<file path="config.mk">
export PLATFORM = sky130hd
export DESIGN_NAME = fetch_pc_gen
export DESIGN_NICKNAME = d
export VERILOG_FILES = /design/src/rtl/fetch_pc_gen.sv
export SDC_FILE = /design/constraint.sdc
export NUM_CORES = 1
export LEC_CHECK = 0
export CAP_MARGIN = 20
export CORE_AREA = 2 2 115 117
export DETAILED_ROUTE_END_ITERATION = 6
export DIE_AREA = 0 0 117 119
export PLACE_DENSITY = 0.82
export SETUP_SLACK_MARGIN = 0.3
export SLEW_MARGIN = 20
export SYNTH_ARGS = -nofsm -noshare
export SYNTH_HDL_FRONTEND = slang
export SYNTH_SLANG_ARGS = --single-unit
</file>
<file path="constraint.sdc">
create_clock -name clk -period 2.5 [get_ports clk]
set_input_delay 0.375 -clock clk [delete_from_list [all_inputs] [get_ports clk]]
set_output_delay 0.375 -clock clk [all_outputs]
set_load 0.1 [all_outputs]
</file>
<file path="src/rtl/fetch_pc_gen.sv">
// fetch_pc_gen
// Front-end fetch stage (IF1/IF2). Owns the fetch PC, the branch-redirect
// path and the IF1->IF2 register. Each RUN cycle it issues one aligned 64-bit
// ICache request. The doubleword that comes back is split into up to two
// PC/IR pairs for the IF2_ID1 instruction buffer.
//
// Build option: define FETCH_SINGLE_ISSUE_EN to fetch one instruction per
// cycle. In that mode the slot mask is always 10, the PC steps by 4 and
// o_PC2/o_IR2 are driven 0. When it is undefined the stage is dual-slot.
//
// Ports:
//   clk, rst        clock, synchronous active-high reset
//   flush_BR        branch redirect (highest priority), br_target = new PC
//   buf_full        instruction buffer full, suppresses new requests
//   stall_ICache    ICache miss/busy, IF2 data not available this cycle
//   icache_rdata    aligned doubleword, [31:0]=addr+0, [63:32]=addr+4
//   icache_req      request valid
//   icache_addr     request address (pc with [2:0] cleared)
//   o_PC1/o_IR1     first pair to the buffer
//   o_PC2/o_IR2     second pair to the buffer
//   o_is_valid      11 both pairs, 10 first only, 00 none
`timescale 1ns/1ps

module fetch_pc_gen #(
  parameter logic [31:0] RESET_PC = 32'h1C00_0000
) (
  input  logic        clk,
  input  logic        rst,
  input  logic        flush_BR,
  input  logic [31:0] br_target,
  input  logic        buf_full,
  input  logic        stall_ICache,
  input  logic [63:0] icache_rdata,
  output logic        icache_req,
  output logic [31:0] icache_addr,
  output logic [31:0] o_PC1,
  output logic [31:0] o_IR1,
  output logic [31:0] o_PC2,
  output logic [31:0] o_IR2,
  output logic [1:0]  o_is_valid
);

  typedef enum logic [1:0] {IDLE, RUN, MISS, BLOCK} state_t;

  state_t      state, state_nxt;
  logic [31:0] pc;
  logic [31:0] f2_pc;
  logic [1:0]  f2_mask;
  logic        f2_v;

  logic [31:0] pc_aligned;
  logic [31:0] next_pc;
  logic [1:0]  slot_mask;
  logic        advance;
  logic        f2_present;

  assign pc_aligned = {pc[31:3], 3'b000};

`ifdef FETCH_SINGLE_ISSUE_EN
  assign next_pc   = pc + 32'd4;
  assign slot_mask = 2'b10;
`else
  // The pc+4 slot is only in the same doubleword when pc sits in its lower word.
  assign next_pc   = pc_aligned + 32'd8;
  assign slot_mask = pc[2] ? 2'b10 : 2'b11;
`endif

  assign advance = (state == RUN) & ~stall_ICache & ~buf_full & ~flush_BR;

  // FSM: state register
  always_ff @(posedge clk) begin
    if (rst) state <= IDLE;
    else     state <= state_nxt;
  end

  // FSM: next state, priority flush_BR > stall_ICache > buf_full
  always_comb begin
    state_nxt = state;
    if (flush_BR) begin
      state_nxt = RUN;
    end else begin
      case (state)
        IDLE:  state_nxt = RUN;
        RUN: begin
          if (stall_ICache)  state_nxt = MISS;
          else if (buf_full) state_nxt = BLOCK;
        end
        MISS: begin
          if (!stall_ICache) state_nxt = buf_full ? BLOCK : RUN;
        end
        BLOCK: begin
          if (!buf_full)     state_nxt = RUN;
        end
        default: state_nxt = IDLE;
      endcase
    end
  end

  // IF1 -> IF2 boundary: PC register and IF2 pair register
  always_ff @(posedge clk) begin
    if (rst) begin
      pc      <= RESET_PC;
      f2_pc   <= '0;
      f2_mask <= 2'b00;
      f2_v    <= 1'b0;
    end else if (flush_BR) begin
      // The old pair and any in-flight miss are dropped here.
      pc      <= br_target;
      f2_v    <= 1'b0;
    end else if (advance) begin
      pc      <= next_pc;
      f2_pc   <= pc;
      f2_mask <= slot_mask;
      f2_v    <= 1'b1;
    end else if (f2_v && !stall_ICache) begin
      // The pair was presented this cycle and the buffer takes it.
      f2_v    <= 1'b0;
    end
  end

  assign icache_req  = ((state == RUN) | (state == MISS)) & ~buf_full;
  assign icache_addr = pc_aligned;

  // IF2 outputs. Data is gated by f2_v so undefined rdata never leaks out.
  assign f2_present = f2_v & ~stall_ICache & ~flush_BR;

  always_comb begin
    o_is_valid = f2_present ? f2_mask : 2'b00;
    o_PC1      = '0;
    o_IR1      = '0;
    o_PC2      = '0;
    o_IR2      = '0;
    if (f2_v) begin
      o_PC1 = f2_pc;
      o_IR1 = f2_pc[2] ? icache_rdata[63:32] : icache_rdata[31:0];
`ifndef FETCH_SINGLE_ISSUE_EN
      o_PC2 = f2_pc + 32'd4;
      o_IR2 = icache_rdata[63:32];
`endif
    end
  end

endmodule

</file>
# Yosys cells after proc, flatten, opt, wreduce, memory -nomap -nowiden
# Index checks and enable logic that the tools add are counted.
dict set report totals {
  output_inout_bits 163
  in_bits 101
  romBits 0
  ff_bits 69
  ramBits 0
  mem_count 0
  latch_bits 0
  wordCells 54
}
dict set report classes {
  n_addsub 2
  reduce_logical 9
  n_eq_ne 9
  n_shift 0
  bitwise_logic 10
  magnitude_cmp 0
  n_mul 0
  n_mux 18
  n_div 0
}
# cell count
set ops {}
lappend ops {{32-bit 2-to-1 mux} 7}
lappend ops {{32-bit by 3-bit adder with 32-bit output (second input constant)} 1}
lappend ops {{32-bit by 4-bit adder with 32-bit output (second input constant)} 1}
lappend ops {{2-bit 2-to-1 mux} 6}
lappend ops {{3-bit inequality test (second input constant)} 3}
lappend ops {{2-bit case mux with 4 select lines} 1}
lappend ops {{1-bit bitwise AND} 6}
lappend ops {{3-bit AND reduction} 2}
lappend ops {{2-bit equality test (second input constant)} 2}
lappend ops {{1-bit 2-to-1 mux} 4}
lappend ops {{2-bit inequality test (second input constant)} 2}
lappend ops {{4-bit inequality test (second input constant)} 1}
lappend ops {{2-bit nonzero test} 2}
lappend ops {{1-bit NOT} 3}
lappend ops {{2-bit by 1-bit equality test with 1-bit output (second input constant)} 1}
lappend ops {{2-bit logical NOT} 1}
lappend ops {{2-bit AND reduction} 1}
lappend ops {{2-bit OR reduction} 1}
lappend ops {{1-bit logical AND} 1}
lappend ops {{1-bit logical NOT} 1}
lappend ops {{1-bit OR} 1}

# Longest topological paths before layout
# Gate-level depths: netlist of run 1.
dict set report logic_depth {
  ltp_word 6
  depth_mapped 8
  depth_no_buf 6
}

# Worst setup path after synthesis of run 1
# Ideal clock, no wire load.
dict set report synth_timing {
  path_type {flip-flop to output port}
  start {register f2_pc[4]}
  end {output o_PC2[22]}
  stages_incl_launch_ff 6
  required_time_ps 2125
  path_buffers 2
  setup_slack_ps -2266
  t_arrival_ps 4391
  path_cell_list {dfxtp_1 > and4_1 > clkbuf_1 > clkbuf_1 > nand4_1 > o41ai_1}
}
dict set report synth_via {
  elab_chain_cells 2
}
# item line
set synth_lines {}
lappend synth_lines {{start: declaration} 47} ;# logic [31:0] f2_pc;
lappend synth_lines {{start signal: assignment} 112} ;# f2_pc <= pc;
lappend synth_lines {{32-bit by 3-bit adder with 32-bit output} 137} ;# o_PC2 = f2_pc + 32'd4;
lappend synth_lines {{32-bit 2-to-1 mux} 133} ;# if (f2_v) begin
lappend synth_lines {{end: declaration} 38} ;# output logic [31:0] o_PC2,
# No other way between the ends.

# Final worst setup path of run 1
dict set report layout_timing {
  start {register f2_pc[6]}
  end {output o_PC2[28]}
}
# The elaborated chain is that of the path after synthesis.

==> metrics, run 1 <==
Yosys top cell by area dfxtp_1; synthesized area 0.00512 sq mm; total gr overflow 0; Placer Congestion slightly below 0.9; met1 Use GR between 30 and 40%; HP Start pc[0]$_SDFFE_PP0P_; Main synth FF type dfxtp_1; asr flop ratio synth 0%; IO Pins 264; failing checks setup timing; drt via density 5.76; wire length per cell approximately 20 um; LEAKAGE 0.00368 uW; WL final 22,900 um; H-tree depth 3; Worst EP arrival about 2200 ps; DR iter-0 viols 615; Horiz. Die Dim 117 um; CTS tree yes; CTS buffer count 9; met3 Use GR 6.26%; Die ar. 0.0139 sq mm; YS warnings 0; Clock Path Buffers 2; unique cell type count in the Yosys netlist between 50 and 60; GRT Max-Usage Layer met2; Final min period roughly 2600 ps; CTS Hold Bufs 0; Final Hold Vio Count 0; relative slew slack between 40% and 50%; CP cell instances and4_4 > buf_6 > nand4_1 > or4_4 > a21oi_4 > buf_12; top-area cell type share of the netlist area a little over a quarter; worst hold slack 455 ps; Layout area overhead 104%; overall power 3460 uW; Crit. End Element output pin; fin. max-slew vios 0; worst path bufs/invs 2; FMAX 391 MHz; # DRC 0; RSZ-0062 raised after global routing true; Post-DRT Antenna Nets 0; nets 1,073; final setup fails 1; Clk Latency, worst-skew pair 330 ps; vias in the first global route 6,243; total global-route track usage between 30% and 40%; starting density of the core around two fifths; hold crit path type reg -> reg; Worst Setup Start Kind register; Core Region 0.0129 sq mm; Worst VDD drop 0.471 mV; Clk pin slew, worst setup/hold paths 50 ps; worst reg2reg startpoint pc[16]$_SDFFE_PP0P_; FP Rows between 40 and 50; kind of cell adding the most delay to the critical path simple AND/OR/NAND/NOR gates; Die Y 119 um; first-pass GRT wire length 34,000 um; final worst setup slack -55.7 ps; diode count 0; status complete, but fails checks; r2r setup slk 300 ps; Initial DRT Pass Iterations 6; CP startpoint f2_pc[6]$_SDFFE_PP0P_; Detail Placement HPWL 15,900 um; Final Util 81.1%; Cells after Synth 708; GRT met2 Usage 54.4%; flops & latches, synth 69; Max FO, Critical Path 5; mean area per synthesized cell around 7.2 sq um; via count 6,609; I/O Buffers between 200 and 300; Worst EP required 2120 ps; initial antenna violation count 0; Setup CP Type reg -> out; Slowest cell on crit path or4_4; Commonest cells post-synth nand2_1, nor2_1, dfxtp_1; total clock sinks 69; max-cap viol count 0; Synth area leaders dfxtp_1, and2_1, nand2_1; clock tree root driver cell clkbuf_16; Worst Skew 5.65 ps; part of the cycle the worst path needs 102%; Post-synth EDFFs 0; most frequent cell after synthesis nand2_1; Worst path max stage delay 570 ps; worst-margin pin slew roughly 760 ps; PwrDens between 300 and 400 mW/mm^2; share of cells above drive strength 1 40.3%; Seq/Total Area, Yosys 27.0%; largest net degree at the start of global routing 77
==> path summary, 6_finish.rpt <==
path / end / cells after the start
min reg2reg: f2_pc[0]$_SDFFE_PP0P_ / 2
max reg2reg: pc[25]$_SDFFE_PP0P_ / 4
max: o_PC2[28] / 6
min: f2_pc[0]$_SDFFE_PP0P_ / 2
==> cells by family (layout without fill, tap and decap cells) <==
kind of cell             after synthesis  in the layout  synth area share, %
AND/OR/NAND/NOR                      355            358                 35.7
multiplexers                          39             39                 7.76
flip-flops                            69             69                 27.0
XOR/XNOR                              21             21                 3.59
AO/OA/AOI/OAI                        116            116                 14.6
other                                  1              3               0.0732
buffers and inverters                102            361                 10.1
adder cells (fa/ha/maj)                5              5                 1.22
==> metrics by stage <==
step | instances | TNS (ps) | worst slack (ps) | cell area [sq um]
after detailed placement | 1099 | 0 | 138 | 9620
after CTS | 1139 | 0 | 83.8 | 10300
after global routing | 1148 | -75.4 | -75.4 | 10400
after floorplan | 710 | -102 | -102 | 5750
final | 1148 | -55.7 | -55.7 | 10400
after global placement | 1099 | 0 | 180 | 9620
==> routing by layer <==
metal	up-vias	share of wire [%]
met5	-	0
met4	0	4.9
met3	97	8.8
met2	452	51
met1	3071	36
li1	2989	-
==> cell type report <==
type / count / area (sq um)
clock buffers: 11 / 253
fillers: 726 / 2440
multi-input cells: 542 / 3970
repair buffers: 332 / 4450
flip-flops and latches: 69 / 1430
well taps: 176 / 220
clock inverters: 5 / 58.8
inverters: 13 / 51.3
==> flip-flops by register name, indices dropped and copies added, names as in the netlist <==
register and count:
pc 32, f2_mask 2, state 2, f2_pc 32, f2_v 1
==> worst reg2reg max path: cells and delay by family, from the launching register on <==
family	cells	cell delay (ps)
AND/OR/NAND/NOR	3	1370
flip-flops	1	430
AO/OA/AOI/OAI	1	300
==> power by group <==
part | internal [uW] | switching, uW
Sequential | 1140 | 75.6
Clock | 826 | 472
Combinational | 343 | 599
Total | 2310 | 1150
==> cells in the final DEF (no fill, tap or decap), drive strengths merged, types with 11 or more instances in the layout <==
cell           netlist  final
nand2               90     90
nor3                13     13
a21oi               52     52
buf                 41    233
clkbuf              48     11
clkdlybuf4s50        0     98
o31ai               19     19
a311oi              13     13
nand4               22     22
nor2                84     84
or4                 18     20
mux2i               33     33
and2                65     65
nand3               19     20
xor2                15     15
inv                 13     13
dfxtp               69     69
==> what timing repair did <==
item	4_1_cts	5_1_grt
buffers inserted	21	8
gates cloned	3	1
pin swaps	19	11
endpoints found under the setup margin	39	38
hold endpoints to repair	0	0
gates resized for setup	51	26
No activity file was read; power rests on OpenSTA's default activity.
==> run 2, diff against run 1 <==
--- a/config.mk
+++ b/config.mk
@@ -7,6 +7,7 @@
 export LEC_CHECK = 0
 export CAP_MARGIN = 20
 export CORE_AREA = 2 2 115 117
+export CTS_CLUSTER_DIAMETER = 30
 export DETAILED_ROUTE_END_ITERATION = 6
 export DIE_AREA = 0 0 117 119
 export PLACE_DENSITY = 0.82
==> constraint.sdc (replaced) <==
create_clock -name clk -period 2.5 [get_ports clk]
set_input_delay 0.5 -clock clk [delete_from_list [all_inputs] [get_ports clk]]
set_output_delay 0.5 -clock clk [all_outputs]
set_load 0.1 [all_outputs]
==> metrics, run 2 (synthesis gave the netlist of run 1 again) <==
status complete, but fails checks; failing checks setup timing; Internal Power 2360 uW (+2.2%); fin. max-slew vios 0 (unchanged); worst reg2reg startpoint pc[10]$_SDFFE_PP0P_; Worst Skew 4.81 ps (-0.841 ps); hold crit path type reg -> reg; sw frac 32.7% (-0.52 points); I/O Buffers 260 (unchanged); initial antenna violation count 0 (unchanged); Final Util 82.9% (+1.8 points); H-tree depth 3 (unchanged); Worst path max stage delay 340 ps (-230 ps); share of cells above drive strength 1 41.4% (+1.0 points); FP Rows 42 (unchanged); max-cap viol count 0 (unchanged); Placer Congestion 0.897 (+1.2%); placed cell areas 0.00972 sq mm (+1.0%); Post-DRT Antenna Nets 0 (unchanged); clock network power share 38.0% (+0.5 points); Layout area overhead 108%; final worst setup slack -138 ps (-82.7 ps); drt via density 5.69 (-1.2%); Final TNS setup -955 ps (-899 ps); FMAX 379 MHz (-3.1%); CTS buffer count 9 (unchanged); DR iter-0 viols 570 (-7.3%); Clk Latency, worst-skew pair 330 ps (about the same); kind of cell adding the most delay to the critical path simple AND/OR/NAND/NOR gates; most frequent cells in the layout buf_12, clkdlybuf4s50_1, buf_4, nand2_1, and2_1; Worst VDD drop 0.414 mV (-12%); Worst Setup Start Kind register; register share of total power 34.8% (-0.4 points); total global-route track usage 31.0% (-0.32 points); starting density of the core 39.8% (unchanged); Die Y 119 um (unchanged); commonest non-fill, non-tap cell in the layout buf_12; Clock Path Buffers 2 (unchanged); Final Hold Vio Count 0 (unchanged); CP cell instances and4_4 > buf_8 > nand4_1 > buf_4 > or3_4 > a21oi_4 > buf_12; Clk pin slew, worst setup/hold paths 60 ps (about the same); diode count 0 (unchanged); part of the cycle the worst path needs 106% (+3.3 points); crit path capture o_PC2[21]; Final min period 2640 ps (+82.7 ps); # DRC 0 (unchanged); Initial DRT Pass Iterations 6 (unchanged); Worst EP required 2000 ps (-120 ps); Die ar. 0.0139 sq mm (unchanged); Comb power frac 27.2% (about the same); CTS Hold Bufs 0 (unchanged); Final Instance Area 0.0107 sq mm (+2.2%); WL final 23,300 um (+2.0%); IO Pins 264 (unchanged); final setup fails 15 (+14); first-pass GRT wire length 33,700 um (-0.95%); via count 6,570 (-0.59%); R2R Path End pc[22]$_SDFFE_PP0P_; r2r setup slk 330 ps (+30 ps); CTS tree yes; clock tree root driver cell clkbuf_16; DP Worst Slack -19.6 ps (-158 ps); nets 1,080 (+0.65%); Net Switching 1150 uW (-0.18%); Worst EP arrival 2140 ps (-40 ps); relative slew slack 47.5% (-1.9 points); Core Region 0.0129 sq mm (unchanged); Setup CP Type reg -> out; Horiz. Die Dim 117 um (unchanged); largest net degree at the start of global routing 77 (unchanged); PwrDens 328 mW/mm^2 (-0.82%); CP startpoint f2_pc[7]$_SDFFE_PP0P_; RSZ-0062 raised after global routing true; Slowest cell on crit path or3_4; Crit path depth 7 (+1); total clock sinks 69 (unchanged); wire length per cell 20.2 um (+1.4%); total gr overflow 0 (unchanged); Detail Placement HPWL 15,800 um (-0.21%); worst path bufs/invs 3 (+1); Crit. End Element output pin; LEAKAGE 0.00389 uW (+5.8%); vias in the first global route 6,214 (-0.46%); Max FO, Critical Path 5 (unchanged); FF-to-FF path depth 4 (unchanged); worst-margin pin slew 787 ps (+29.0 ps); biggest regs f2_pc: 32 flops, pc: 32 flops
[run 2: cell count changes in the layout (fill, tap and decap cells not counted), moves of 3 or more]
cell,before,now
nor4_4,0,3
dfxtp_2,17,23
dfxtp_4,7,3
xor2_1,12,7
nor2_2,13,2
nor4_2,4,0
xor2_2,3,7
nor2_1,37,41
nor2_4,34,41
[run 2: layer usage]
layer	wire (um)	track usage (%)
met2	12000	53.9
met3	1980	5.95
met5	0	0
met1	8190	35.0
met4	1210	16.7
[run 2: through the flow]
step	total power (uW)	instances	hold WS, ps
final	3510	1155	458
after global routing	3600	1155	483
after CTS	3480	1143	454
after detailed placement	2170	1107	442
after global placement	2150	1107	435
after floorplan	1840	710	427
[run 2: power groups by stage]
| stage | sequential, uW | clock (uW) | combinational, uW |
|---|---|---|---|
| 6_report | 1220 | 1330 | 953 |
| 5_1_grt | 1230 | 1390 | 991 |
| 4_1_cts | 1210 | 1330 | 936 |
| 3_5_place_dp | 1240 | 0 | 928 |
| 3_3_place_gp | 1240 | 0 | 917 |
| 2_1_floorplan | 1220 | 0 | 629 |
[run 2: worst register-to-register path: stages, from the launching register on]
cell and delay [ps]:
dfxtp_2 390, nand4_2 220, or4_4 630, or4_1 500
a311oi_1 320
[run 2: worst min path at each step]
stage                       start                    end  slack (ps)  depth (start not counted)
2_1_floorplan  pc[0]$_SDFFE_PP0P_  f2_pc[0]$_SDFFE_PP0P_         430                          2
3_3_place_gp   pc[0]$_SDFFE_PP0P_  f2_pc[0]$_SDFFE_PP0P_         430                          2
3_5_place_dp   pc[1]$_SDFFE_PP0P_  f2_pc[1]$_SDFFE_PP0P_         440                          2
4_1_cts        pc[0]$_SDFFE_PP0P_  f2_pc[0]$_SDFFE_PP0P_         450                          2
5_1_grt        pc[0]$_SDFFE_PP0P_  f2_pc[0]$_SDFFE_PP0P_         480                          2
6_report       pc[2]$_SDFFE_PP0P_  f2_pc[2]$_SDFFE_PP0P_         460                          2
[run 2: cell type report]
cell class | instances | area [sq um]
sequential | 69 | 1420
timing repair buffer | 340 | 4570
multi-input combinational | 541 | 4100
tap | 176 | 220
clock buffer | 11 | 233
inverter | 13 | 53.8
clock inverter | 5 | 75.1
fill | 678 | 2200
[run 2: repair_timing]
action	in CTS	in global routing
buffers inserted	18	10
setup endpoints to repair	58	38
hold endpoints to repair	0	0
gates resized for setup	65	31
pin swaps	24	25
cloned	2	2
==> run 3, diff against run 2 <==
--- a/config.mk
+++ b/config.mk
@@ -10,7 +10,7 @@
 export CTS_CLUSTER_DIAMETER = 30
 export DETAILED_ROUTE_END_ITERATION = 6
 export DIE_AREA = 0 0 117 119
-export PLACE_DENSITY = 0.82
+export PLACE_DENSITY = 0.8
 export SETUP_SLACK_MARGIN = 0.3
 export SLEW_MARGIN = 20
 export SYNTH_ARGS = -nofsm -noshare
==> metrics, run 3 (synthesis gave the netlist of run 1 again) <==
status complete, but fails checks; failing checks setup timing; Internal Power 2310 uW (-2.2%); relative slew slack 47.3% (-0.21 points); # DRC 0 (unchanged); Detail Placement HPWL 16,000 um (+0.77%); IO Pins 264 (unchanged); Die ar. 0.0139 sq mm (unchanged); Horiz. Die Dim 117 um (unchanged); final setup fails 12 (-3); sw frac 32.9% (+0.25 points); Clk Latency, worst-skew pair 330 ps (about the same); CTS buffer count 9 (unchanged); Net Switching 1130 uW (-1.1%); Setup CP Type reg -> out; DR WL met2 12,000 um (+0.33%); FF-to-FF path depth 4 (unchanged); CTS tree yes; clock network power share 36.9% (-1.1 points); Layout area overhead 109%; biggest regs f2_pc: 32 flops, pc: 32 flops; Crit path depth 6 (-1); Final Hold Vio Count 0 (unchanged); total gr overflow 0 (unchanged); Comb power frac 27.7% (+0.5 points); Slowest cell on crit path mux2_4; I/O Buffers 260 (unchanged); drt via density 5.68 (-0.18%); max-cap viol count 0 (unchanged); most frequent cells in the layout buf_12, clkdlybuf4s50_1, buf_4, nand2_1, and2_1; hold crit path type reg -> reg; H-tree depth 3 (unchanged); CP cell instances and4_4 > nand3_4 > buf_4 > nor4_4 > mux2_4 > buf_12; DR iter-0 viols 535 (-6.1%); Clock Path Buffers 2 (unchanged); Worst Setup Start Kind register; nets 1,085 (+0.46%); Max FO, Critical Path 9 (+4); total global-route track usage 31.1% (+0.099 points); Worst Skew 8.23 ps (+3.41 ps); FMAX 377 MHz (-0.57%); RSZ-0062 raised after global routing true; total clock sinks 69 (unchanged); clock tree root driver cell clkbuf_16; Worst EP required 2000 ps (about the same); kind of cell adding the most delay to the critical path simple AND/OR/NAND/NOR gates; initial antenna violation count 0 (unchanged); Core Region 0.0129 sq mm (unchanged); uppermost layer routed met4; largest net degree at the start of global routing 77 (unchanged); Worst VDD drop 0.475 mV (+15%); commonest non-fill, non-tap cell in the layout buf_12; first-pass GRT wire length 34,000 um (+0.82%); met1 wire length 7870 um (-3.9%); Post-DRT Antenna Nets 0 (unchanged); FP Rows 42 (unchanged); WL final 22,900 um (-1.7%); share of cells above drive strength 1 41.9% (+0.54 points); WL met3 1940 um (-2.3%); starting density of the core 39.8% (unchanged); Crit. End Element output pin; worst path bufs/invs 2 (-1); fin. max-slew vios 0 (unchanged); Final Instance Area 0.0107 sq mm (+0.20%); Worst EP arrival 2150 ps (about the same); Final min period 2650 ps (+15.2 ps); register share of total power 35.4% (+0.6 points); final worst setup slack -154 ps (-15.2 ps); worst hold slack 466 ps (+8.37 ps); wire length per cell 19.8 um (-2.1%); placed cell areas 0.00973 sq mm (+0.10%); part of the cycle the worst path needs 106% (+0.61 points); WHS Path Cells 2 (unchanged); worst-margin pin slew 790 ps (+3.14 ps); Worst path max stage delay 360 ps (+20 ps); Initial DRT Pass Iterations 5 (-1); Placer Congestion 0.868 (-3.3%); Clk pin slew, worst setup/hold paths 50 ps (about the same); Die Y 119 um (unchanged); via count 6,581 (+0.17%); diode count 0 (unchanged); LEAKAGE 0.00391 uW (+0.37%); PwrDens 322 mW/mm^2 (-2.0%); vias in the first global route 6,180 (-0.55%)
==> run 3: worst paths after layout <==
| check | start | end | slack (ps) |
|---|---|---|---|
| worst max-delay path | f2_pc[5]$_SDFFE_PP0P_ | o_PC2[26] | -150 |
| worst min-delay path | pc[0]$_SDFFE_PP0P_ | f2_pc[0]$_SDFFE_PP0P_ | 470 |
| worst max register to register | pc[10]$_SDFFE_PP0P_ | pc[19]$_SDFFE_PP0P_ | 360 |
| worst min register to register | pc[0]$_SDFFE_PP0P_ | f2_pc[0]$_SDFFE_PP0P_ | 470 |
==> run 3: power by group through the flow <==
stage	Clock, uW	Sequential, uW	Combinational, uW
2_1_floorplan	0	1220	629
3_3_place_gp	0	1240	917
3_5_place_dp	0	1240	931
4_1_cts	1280	1210	941
5_1_grt	1310	1220	992
6_report	1270	1220	953
==> run 3: worst reg2reg max path, cell delays in order, from the launching register on <==
cell	delay, ps
dfxtp_2	390
nand4_2	210
or4_2	880
o31ai_1	360
a311oi_1	150
==> run 3: area by class of cell <==
| type | instances | area (sq um) |
|---|---|---|
| Fill cell | 672 | 2180 |
| Tap cell | 176 | 220 |
| Multi-Input combinational cell | 540 | 4100 |
| Clock inverter | 4 | 47.5 |
| Clock buffer | 11 | 253 |
| Inverter | 13 | 53.8 |
| Timing Repair Buffer | 346 | 4600 |
| Sequential cell | 69 | 1420 |
==> run 3: repair_timing <==
| item | in CTS | in global routing |
|---|---|---|
| setup buffers | 22 | 10 |
| setup endpoints to repair | 73 | 51 |
| resized for setup | 58 | 39 |
| pin swaps | 24 | 26 |
| hold buffers | 0 | 0 |
| endpoints found under the hold margin | 0 | 0 |
| gates cloned | 2 | 0 |
==> run 3: per-layer routing <==
metal  vias up  track usage (%)
met5         -                0
met4         0             12.6
met3        83             5.19
met2       418             56.8
met1      3082             35.0
li1       2998                -
==> run 3: metrics by stage <==
step                utilization, %  setup TNS [ps]  worst slack, ps  total power [uW]  instances
floorplan                        -           -1360             -211              1840        710
global placement              75.5               0             16.9              2150       1110
detailed placement            75.5           -33.9            -17.7              2170       1110
CTS                           81.0            -407            -90.2              3430       1149
global route                  83.1           -1460             -180              3530       1159
finish                        83.1            -878             -154              3440       1159
